--- config.mk ---
export PLATFORM = sky130hd
export DESIGN_NAME = piso_shift_reg
export DESIGN_NICKNAME = d
export VERILOG_FILES = /design/src/rtl/piso_shift_reg_pkg.sv /design/src/rtl/piso_shift_reg_bit_counter.sv /design/src/rtl/piso_shift_reg.sv
export SDC_FILE = /design/constraint.sdc
export NUM_CORES = 1
export LEC_CHECK = 0
export BUFFER_PORTS_ARGS = -buffer_cell sky130_fd_sc_hd__buf_4
export CAP_MARGIN = 5
export CORE_AREA = 5 5 42 44
export DETAILED_ROUTE_END_ITERATION = 8
export DIE_AREA = 0 0 47 49
export GPL_ROUTABILITY_DRIVEN = 0
export PLACE_DENSITY_LB_ADDON = 0.1
export SLEW_MARGIN = 5
export SYNTH_ARGS = -nofsm -noshare
export SYNTH_HDL_FRONTEND = slang
export SYNTH_SLANG_ARGS = --single-unit
--- constraint.sdc ---
create_clock -name clk -period 1.3 [get_ports clk]
set_input_delay 0.39 -clock clk [delete_from_list [all_inputs] [get_ports clk]]
set_output_delay 0.39 -clock clk [all_outputs]
set_load 0.05 [all_outputs]
--- src/rtl/piso_shift_reg_pkg.sv ---
// Shared definitions for the PISO shift register: state encoding and default word width.
package piso_shift_reg_pkg;

   localparam int unsigned SR_WIDTH = 4;

   typedef enum logic {
      SR_IDLE  = 1'b0,
      SR_SHIFT = 1'b1
   } sr_state_e;

   // Bit-count register width for a given word length (never below 1 bit).
   function automatic int unsigned cnt_width(input int unsigned w);
      return (w > 2) ? $clog2(w) : 1;
   endfunction

endpackage

--- src/rtl/piso_shift_reg_bit_counter.sv ---
// Down-counter of remaining bits in a word: parallel load, decrement, and a zero flag
// that is available both registered and as its next-cycle value.
module piso_shift_reg_bit_counter #(
   parameter int unsigned W = 2
) (
   input  logic         clk,
   input  logic         clr_n,
   input  logic         ld,
   input  logic [W-1:0] ld_val,
   input  logic         dec,
   output logic         zero,
   output logic         zero_nxt_c
);

   logic [W-1:0] cnt;
   logic [W-1:0] cnt_nxt;

   // Decrement is suppressed at zero so the count never wraps.
   always_comb begin
      cnt_nxt    = cnt;
      zero_nxt_c = zero;
      if (ld) begin
         cnt_nxt    = ld_val;
         zero_nxt_c = (ld_val == '0);
      end else if (dec && !zero) begin
         cnt_nxt    = cnt - W'(1);
         zero_nxt_c = (cnt == W'(1));
      end
   end

   always_ff @(posedge clk or negedge clr_n) begin
      if (!clr_n) begin
         cnt  <= '0;
         zero <= 1'b1;
      end else begin
         cnt  <= cnt_nxt;
         zero <= zero_nxt_c;
      end
   end

endmodule

--- src/rtl/piso_shift_reg.sv ---
// Parallel-in, serial-out shift register with load handshake, FRAME qualifier and
// DONE pulse on the last bit; back-to-back words are sent with no idle gap.
module piso_shift_reg
   import piso_shift_reg_pkg::*;
#(
   parameter int unsigned WIDTH     = SR_WIDTH,
   parameter bit          MSB_FIRST = 1'b1
) (
   input  logic             clk,
   input  logic             clr_n,
   input  logic             load,
   input  logic [WIDTH-1:0] d,
   output logic             ready,
   output logic             out,
   output logic             frame,
   output logic             done
);

   localparam int unsigned CW = cnt_width(WIDTH);

   sr_state_e        state;
   sr_state_e        state_nxt;
   logic [WIDTH-1:0] sreg;
   logic [WIDTH-1:0] sreg_nxt;
   logic             accept_c;
   logic             ld_c;
   logic             shift_c;
   logic             cnt_zero;
   logic             cnt_zero_nxt_c;
   logic             ready_nxt;
   logic             frame_nxt;
   logic             done_nxt;
   logic             out_nxt;

   piso_shift_reg_bit_counter #(
      .W (CW)
   ) u_bit_counter (
      .clk        (clk),
      .clr_n      (clr_n),
      .ld         (ld_c),
      .ld_val     (CW'(WIDTH - 1)),
      .dec        (shift_c),
      .zero       (cnt_zero),
      .zero_nxt_c (cnt_zero_nxt_c)
   );

   // Next state, shift-register update, and next values of the registered outputs.
   always_comb begin
      state_nxt = state;
      ld_c      = 1'b0;
      shift_c   = 1'b0;
      sreg_nxt  = sreg;
      accept_c  = load & ready;

      case (state)
         SR_IDLE: begin
            if (accept_c) begin
               ld_c      = 1'b1;
               state_nxt = SR_SHIFT;
            end
         end
         SR_SHIFT: begin
            if (!cnt_zero) begin
               shift_c = 1'b1;
            end else if (accept_c) begin
               ld_c = 1'b1;
            end else begin
               state_nxt = SR_IDLE;
            end
         end
         default: state_nxt = SR_IDLE;
      endcase

      if (ld_c) begin
         sreg_nxt = d;
      end else if (shift_c) begin
         if (MSB_FIRST) sreg_nxt = {sreg[WIDTH-2:0], 1'b0};
         else           sreg_nxt = {1'b0, sreg[WIDTH-1:1]};
      end

      // Outputs are registered, so decode them from the next-cycle state.
      frame_nxt = (state_nxt == SR_SHIFT);
      done_nxt  = frame_nxt & cnt_zero_nxt_c;
      ready_nxt = !frame_nxt | done_nxt;
      out_nxt   = frame_nxt & (MSB_FIRST ? sreg_nxt[WIDTH-1] : sreg_nxt[0]);
   end

   always_ff @(posedge clk or negedge clr_n) begin
      if (!clr_n) begin
         state <= SR_IDLE;
         sreg  <= '0;
         ready <= 1'b1;
         frame <= 1'b0;
         done  <= 1'b0;
         out   <= 1'b0;
      end else begin
         state <= state_nxt;
         sreg  <= sreg_nxt;
         ready <= ready_nxt;
         frame <= frame_nxt;
         done  <= done_nxt;
         out   <= out_nxt;
      end
   end

endmodule

==> metrics.md, run 1 <==
| Metric | Value |
|---|---|
| Status | complete, but fails checks |
| Violated checks | setup timing |
| Setup crit start kind | register |
| Vias in the first global route | 316 |
| Setup violators final | 1 |
| Initial DRC count | 3 |
| Maxcap violations | 0 |
| Routed wire per std cell | 11.9 um |
| CTS Buffer Depth | 2 |
| Setup CP Type | register to primary output |
| Worst reg2reg startpoint | ready |
| R2r setup slk | 0.15 ns |
| Final worst slack | -0.0386 ns |
| Total gr overflow | 0 |
| Port Buf Inserts | 10 |
| Power Internal | 948 uW |
| Final Hold Fails | 0 |
| Critical path depth in cells | 1 |
| Slew Limit Fails | 0 |
| DR vias | 301 |
| Reg-to-reg critical path endpoint | sreg[1] |
| Switching share of total power | 0.389 |
| Slowest stage delay, CP | 0.55 ns |
| Worst-path cell chain | buf_8 |
| Post-route DRC | 0 |
| Share of total power in the clock network | 0.174 |
| Register area share after synthesis | 0.603 |
| Type of the worst min-delay path | input pin to register |
| Post-DP Area | 510 sq um |
| Die Y | 49 um |
| Initial Util | 0.299 |
| Clk sinks | 10 |
| Antenna-violating nets left | 0 |
| Dpl hpwl | 636 um |
| # fillers | 143 |
| Total die area | 2300 sq um |
| P_sw | 603 uW |
| Syn_area_per_cell | 12.0 sq um |
| Root buffer cell | clkbuf_4 |
| Largest net degree at the start of global routing | 11 |
| Fin crit share | 1.03 |
| Synth Net Count | 43 |
| Area Growth Syn to Fin | 36.4% |
| Reg2Reg Depth | 4 |
| Max Clock Skew | 0.000472 ns |
| Vias per inst | 4.49 |
| Leakage power | 0.000284 uW |
| Finished Cell Area | 572 sq um |
| Least-Margin Pin Slew | 0.149 ns |
| Sequential Area | 253 sq um |
| Pre-CTS WS | 0.155 ns |
| Initial antenna violation count | 0 |
| Clock Latency Late Sink | 0.26 ns |
| F_max | 0.747 GHz |
| Pwr/cell area | 2710 nW/um^2 |
| Max VDD drop | 0.954 mV |
| Boundary Pins | 11 |
| Relative slew margins | 0.898 |
| Synthesized cell area | 419 sq um |
| Sequential power share | 0.350 |
| CTS buffer count | 3 |
| Min Tclk post-route | 1.34 ns |
| Yosys cell types | 19 |
| Top delay family on crit path | flip-flops |
| RSZ-0062 raised after global routing | yes |
| Final wirelength | 800 um |
| Area of the multi-input gates | 151 sq um |
| Flip-flop and latch count after synthesis | 10 |
| Fraction of layout instances using a drive strength above 1 | 0.451 |
| First-pass iteration count of the detailed router | 2 |
| Crit path DAT | 0.95 ns |
| H-tree depth | 1 |
| Total core area | 1400 sq um |
| Logic pwr share | 0.476 |
| Worst EP required | 0.91 ns |
| Crit path max fanout | 2 |
| Post-layout nets | 60 |
| YS warnings | 0 |
| Hold Path Cell Cnt | 2 |
| Core Rows | 14 |
| Worst Path Buf+Inv | 1 |
| First-pass GRT wire length | 1280 um |
| Hold_sp | load |
| Clock transition at path regs | 0.06 ns |
| Crit-path slowest cell | dfstp_2 |
| GRT Total Usage | 0.0790 |
| Hold endpoint | ready |
| Die W | 47 um |
| Diode count | 0 |
| CTS tree | built |
| Gate Count Post-Synth | 35 |
| CP endpoint kind | primary output |
flip-flops by register name, indices dropped and copies added, names as in the netlist:
signal and cells:
u_bit_counter.cnt 2, ready 1, sreg 3, out 1, state 1, done 1, u_bit_counter.zero 1
placed cells by master (no fill, tap or decap), types with 2 or more instances in the layout:
cell,count
nand2_1,4
o21ai_1,3
nand3_1,2
clkbuf_4,3
mux2i_1,2
buf_4,11
nand2_2,2
dfrtp_1,8
dfstp_2,2
kinds of logic after synthesis:
logic type / after synthesis / share of synthesized area
AOI/OAI and AO/OA: 7 / 0.101
muxes: 3 / 0.0746
adders and majority gates: 1 / 0.0298
and+or+nand+nor: 12 / 0.155
buffers and inverters: 2 / 0.0358
DFF: 10 / 0.603
per-stage QoR:
step,total power (uW),hold slack (ns),setup TNS [ns],util,std cells
2_1_floorplan,1070,0.0944,0,-,35
3_3_place_gp,1210,0.221,0,0.364,61
3_5_place_dp,1250,0.225,0,0.364,61
4_1_cts,1580,0.317,-0.0443,0.408,67
5_1_grt,1650,0.326,-0.0620,0.408,67
6_report,1550,0.328,-0.0386,0.408,67
layout make-up:
type                    instances  share of cell area
flip-flops and latches         10               0.442
multi-input cells              23               0.265
repair buffers                 13               0.188
clock buffers                   4              0.0635
well taps                      16              0.0350
inverters                       1             0.00656
cell usage after synthesis:
cell,n,area [sq um]
a21oi_1,1,5.00
mux2i_1,2,20.0
mux2_2,1,11.3
inv_1,1,3.75
nand2_1,4,15.0
a31oi_1,1,6.26
buf_6,1,11.3
and2_4,1,8.76
nand2b_2,1,8.76
dfstp_2,2,52.6
nand3_1,2,10.0
o22a_1,1,8.76
ha_1,1,12.5
nand2_2,2,12.5
a21o_1,1,7.51
o21ai_1,3,15.0
nor2_1,1,3.75
nor2b_1,1,6.26
dfrtp_1,8,200
how the worst max path moves through the flow:
stage,end,start,slack (ns)
3_3_place_gp,ready,ready,0.17
6_report,ready,ready,-0.04
5_1_grt,ready,ready,-0.06
3_5_place_dp,ready,ready,0.15
4_1_cts,ready,ready,-0.04
2_1_floorplan,u_bit_counter.zero,state,0.04
power groups by stage:
| stage | clock (uW) | combinational, uW | sequential [uW] |
|---|---|---|---|
| global placement | 0 | 669 | 544 |
| global route | 299 | 797 | 557 |
| CTS | 281 | 753 | 543 |
| floorplan | 0 | 332 | 735 |
| finish | 270 | 738 | 543 |
| detailed placement | 0 | 689 | 558 |
timing repair:
item | in CTS | in global routing
hold buffers | 1 | 0
setup buffers | 1 | 0
hold endpoints to repair | 8 | 0
resized for setup | 2 | 0
pin swaps | 0 | 0
endpoints found under the setup margin | 1 | 1
per-layer routing:
metal | vias to the layer above | wire length (um) | track usage | share of wire
li1 | 152 | - | - | -
met1 | 143 | 299 | 0.0795 | 0.37
met2 | 4 | 452 | 0.131 | 0.57
met3 | 2 | 42 | 0.0221 | 0.053
met4 | 0 | 6 | 0.0553 | 0.0075
met5 | - | 0 | 0 | 0
Power figures use the tool's default switching activity.
==> run 2: changes to the inputs <==
- CELL_PAD_IN_SITES_DETAIL_PLACEMENT: default -> 1
- CELL_PAD_IN_SITES_GLOBAL_PLACEMENT: default -> 1
- clock period: 1.3 -> 1.6 ns (I/O delays scaled with it)
==> run 2 against run 1 <==
  * The run now ends clean
  * Sequential share of layout area up 2.0 points
  * Worst setup slack better by 0.12 ns
  * Register-to-register slack better by 0.30 ns
  * Non-clock buffer count down 2
  * Highest routed layer unchanged
  * Routed wire length up 9.1%
  * Hold slack worse by 0.30 ns
  * Clock power down 17%
  * Power down 21%
  * Cell count down 3.0%
  * Core utilization down 1.8 points
  * Largest cell class unchanged
  * Via count up 1.7%
==> metrics.md, run 2 (synthesized netlist as in run 1, its figures left out) <==
| Metric | Value |
|---|---|
| RSZ-0062 raised after global routing | no (was yes) |
| First-pass GRT wire length | 1500 um (was 1280 um) |
| CTS buffer count | 3 (unchanged) |
| Die W | 47 um (unchanged) |
| Pwr/cell area | 2250 nW/um^2 (was 2710 nW/um^2) |
| Commonest non-fill, non-tap cells in the layout | 11 x buf_4, 8 x dfrtp_1, 4 x nand2_1 (unchanged) |
| Logic pwr share | 0.457 (was 0.476) |
| TNS Setup | 0 ns (was -0.0386 ns) |
| Top flop regs | sreg: 3 flops, u_bit_counter.cnt: 2 flops (unchanged) |
| Initial DRC count | 1 (was 3) |
| Setup crit start kind | register (unchanged) |
| Total power | 1230 uW (was 1550 uW) |
| Fin crit share | 0.949 |
| CTS Buffer Depth | 2 (unchanged) |
| Post-layout nets | 58 (was 60) |
| Final wirelength | 873 um (was 800 um) |
| Commonest non-fill, non-tap cell in the layout | buf_4 (unchanged) |
| Least-Margin Pin Slew | 0.164 ns (was 0.149 ns) |
| GRT Total Usage | 0.0918 (was 0.0790) |
| Largest Register | sreg (unchanged) |
| Largest net degree at the start of global routing | 11 (unchanged) |
| F_max | 0.659 GHz |
| Max Clock Skew | 0.00257 ns (was 0.000472 ns) |
| Total die area | 2300 sq um (unchanged) |
| Initial antenna violation count | 0 (unchanged) |
| Routed wire per std cell | 13.4 um (was 11.9 um) |
| Crit-path slowest cell | dfstp_2 (unchanged) |
| Crit path max fanout | 5 (was 2) |
| Port Buf Inserts | 10 (unchanged) |
| Worst Path Buf+Inv | 1 (unchanged) |
| H-tree depth | 1 (unchanged) |
| Switching share of total power | 0.402 (was 0.389) |
| Final Hold Fails | 0 (unchanged) |
| Total core area | 1400 sq um (unchanged) |
| Vias in the first global route | 354 (was 316) |
| Fraction of layout instances using a drive strength above 1 | 0.449 (was 0.451) |
| Relative slew margins | 0.887 (was 0.898) |
| Root buffer cell | clkbuf_4 (unchanged) |
| P_sw | 494 uW (was 603 uW) |
| # fillers | 170 (was 143) |
| Initial Util | 0.299 (unchanged) |
| Setup CP Type | register to primary output (unchanged) |
| Total gr overflow | 0 (unchanged) |
| Area Growth Syn to Fin | 30.4% (was 36.4%) |
| CP endpoint kind | primary output (unchanged) |
| Top delay family on crit path | flip-flops (unchanged) |
| Dpl hpwl | 691 um (was 636 um) |
| Max VDD drop | 0.722 mV (was 0.954 mV) |
| Min Tclk post-route | 1.52 ns |
| Crit path DAT | 1.04 ns (was 0.95 ns) |
| Status | complete, no violations (was complete, but fails checks) |
| Core Rows | 14 (unchanged) |
| R2r setup slk | 0.45 ns (was 0.15 ns) |
| Type of the worst min-delay path | input pin to async pin (was input pin to register) |
| Die Y | 49 um (unchanged) |
| Slowest stage delay, CP | 0.57 ns (was 0.55 ns) |
| Maxcap violations | 0 (unchanged) |
| Leakage power | 0.000273 uW (was 0.000284 uW) |
| Boundary Pins | 11 (unchanged) |
| Clock Latency Late Sink | 0.26 ns (about the same) |
| Diode count | 0 (unchanged) |
| Worst-path cell chain | buf_4 (was buf_8) |
| Post-CTS sizing | 0 (was 2) |
| Power Internal | 735 uW (was 948 uW) |
| Share of total power in the clock network | 0.181 (was 0.174) |
| Max reg flops | 3 (unchanged) |
| Hold_buf cts | 0 (was 1) |
| Clock transition at path regs | 0.07 ns (was 0.06 ns) |
| Setup violators final | 0 (was 1) |
| Post-route DRC | 0 (unchanged) |
| Clk sinks | 10 (unchanged) |
| CTS tree | built (unchanged) |
| Sequential power share | 0.362 (was 0.350) |
| Setup bufs post-CTS | 0 (was 1) |
| Worst EP required | 1.12 ns (was 0.91 ns) |
| Antenna-violating nets left | 0 (unchanged) |
| First-pass iteration count of the detailed router | 3 (was 2) |
| DR vias | 306 (was 301) |
| Slew Limit Fails | 0 (unchanged) |
| Vias per inst | 4.71 (was 4.49) |
## run 2: layer usage
| layer | vias up | share of wire | GRT usage |
|---|---|---|---|
| met5 | - | 0 | 0 |
| met4 | 0 | 0.0069 | 0.0415 |
| met3 | 2 | 0.061 | 0.0369 |
| met2 | 8 | 0.56 | 0.145 |
| met1 | 149 | 0.37 | 0.105 |
| li1 | 147 | - | - |
## run 2: layout make-up
| cell class | count | area [sq um] | area share |
|---|---|---|---|
| Tap cell | 16 | 20.0 | 0.0366 |
| Sequential cell | 10 | 253 | 0.462 |
| Clock buffer | 4 | 36.3 | 0.0664 |
| Inverter | 1 | 3.75 | 0.00686 |
| Timing Repair Buffer | 11 | 82.6 | 0.151 |
| Multi-Input combinational cell | 23 | 151 | 0.277 |
## run 2: final timing paths
check                                  endpoint  cells after the start          startpoint
setup / recovery                          ready                      1               ready
hold / removal                          sreg[1]                      1               clr_n
setup reg to reg           u_bit_counter.cnt[0]                      3  u_bit_counter.zero
hold reg to reg                         sreg[1]                      2             sreg[0]
max in group asynchronous    u_bit_counter.zero                      1               clr_n
min in group clk                          ready                      2                load
## run 2: metrics by stage
step,worst slack (ns),instance area [sq um],hold WS [ns],utilization,std cells
final,0.0819,547,0.0310,0.390,65
after global routing,0.0476,547,0.0316,0.390,65
after CTS,0.0681,547,0.0268,0.390,65
after detailed placement,0.364,510,0.315,0.364,61
after global placement,0.375,510,0.310,0.364,61
after floorplan,0.339,419,0.184,-,35
## run 2: power groups by stage
stage | Combinational (uW) | Clock (uW) | Sequential [uW]
2_1_floorplan | 270 | 0 | 597
3_3_place_gp | 545 | 0 | 442
3_5_place_dp | 573 | 0 | 452
4_1_cts | 576 | 234 | 448
5_1_grt | 614 | 242 | 461
6_report | 561 | 223 | 445
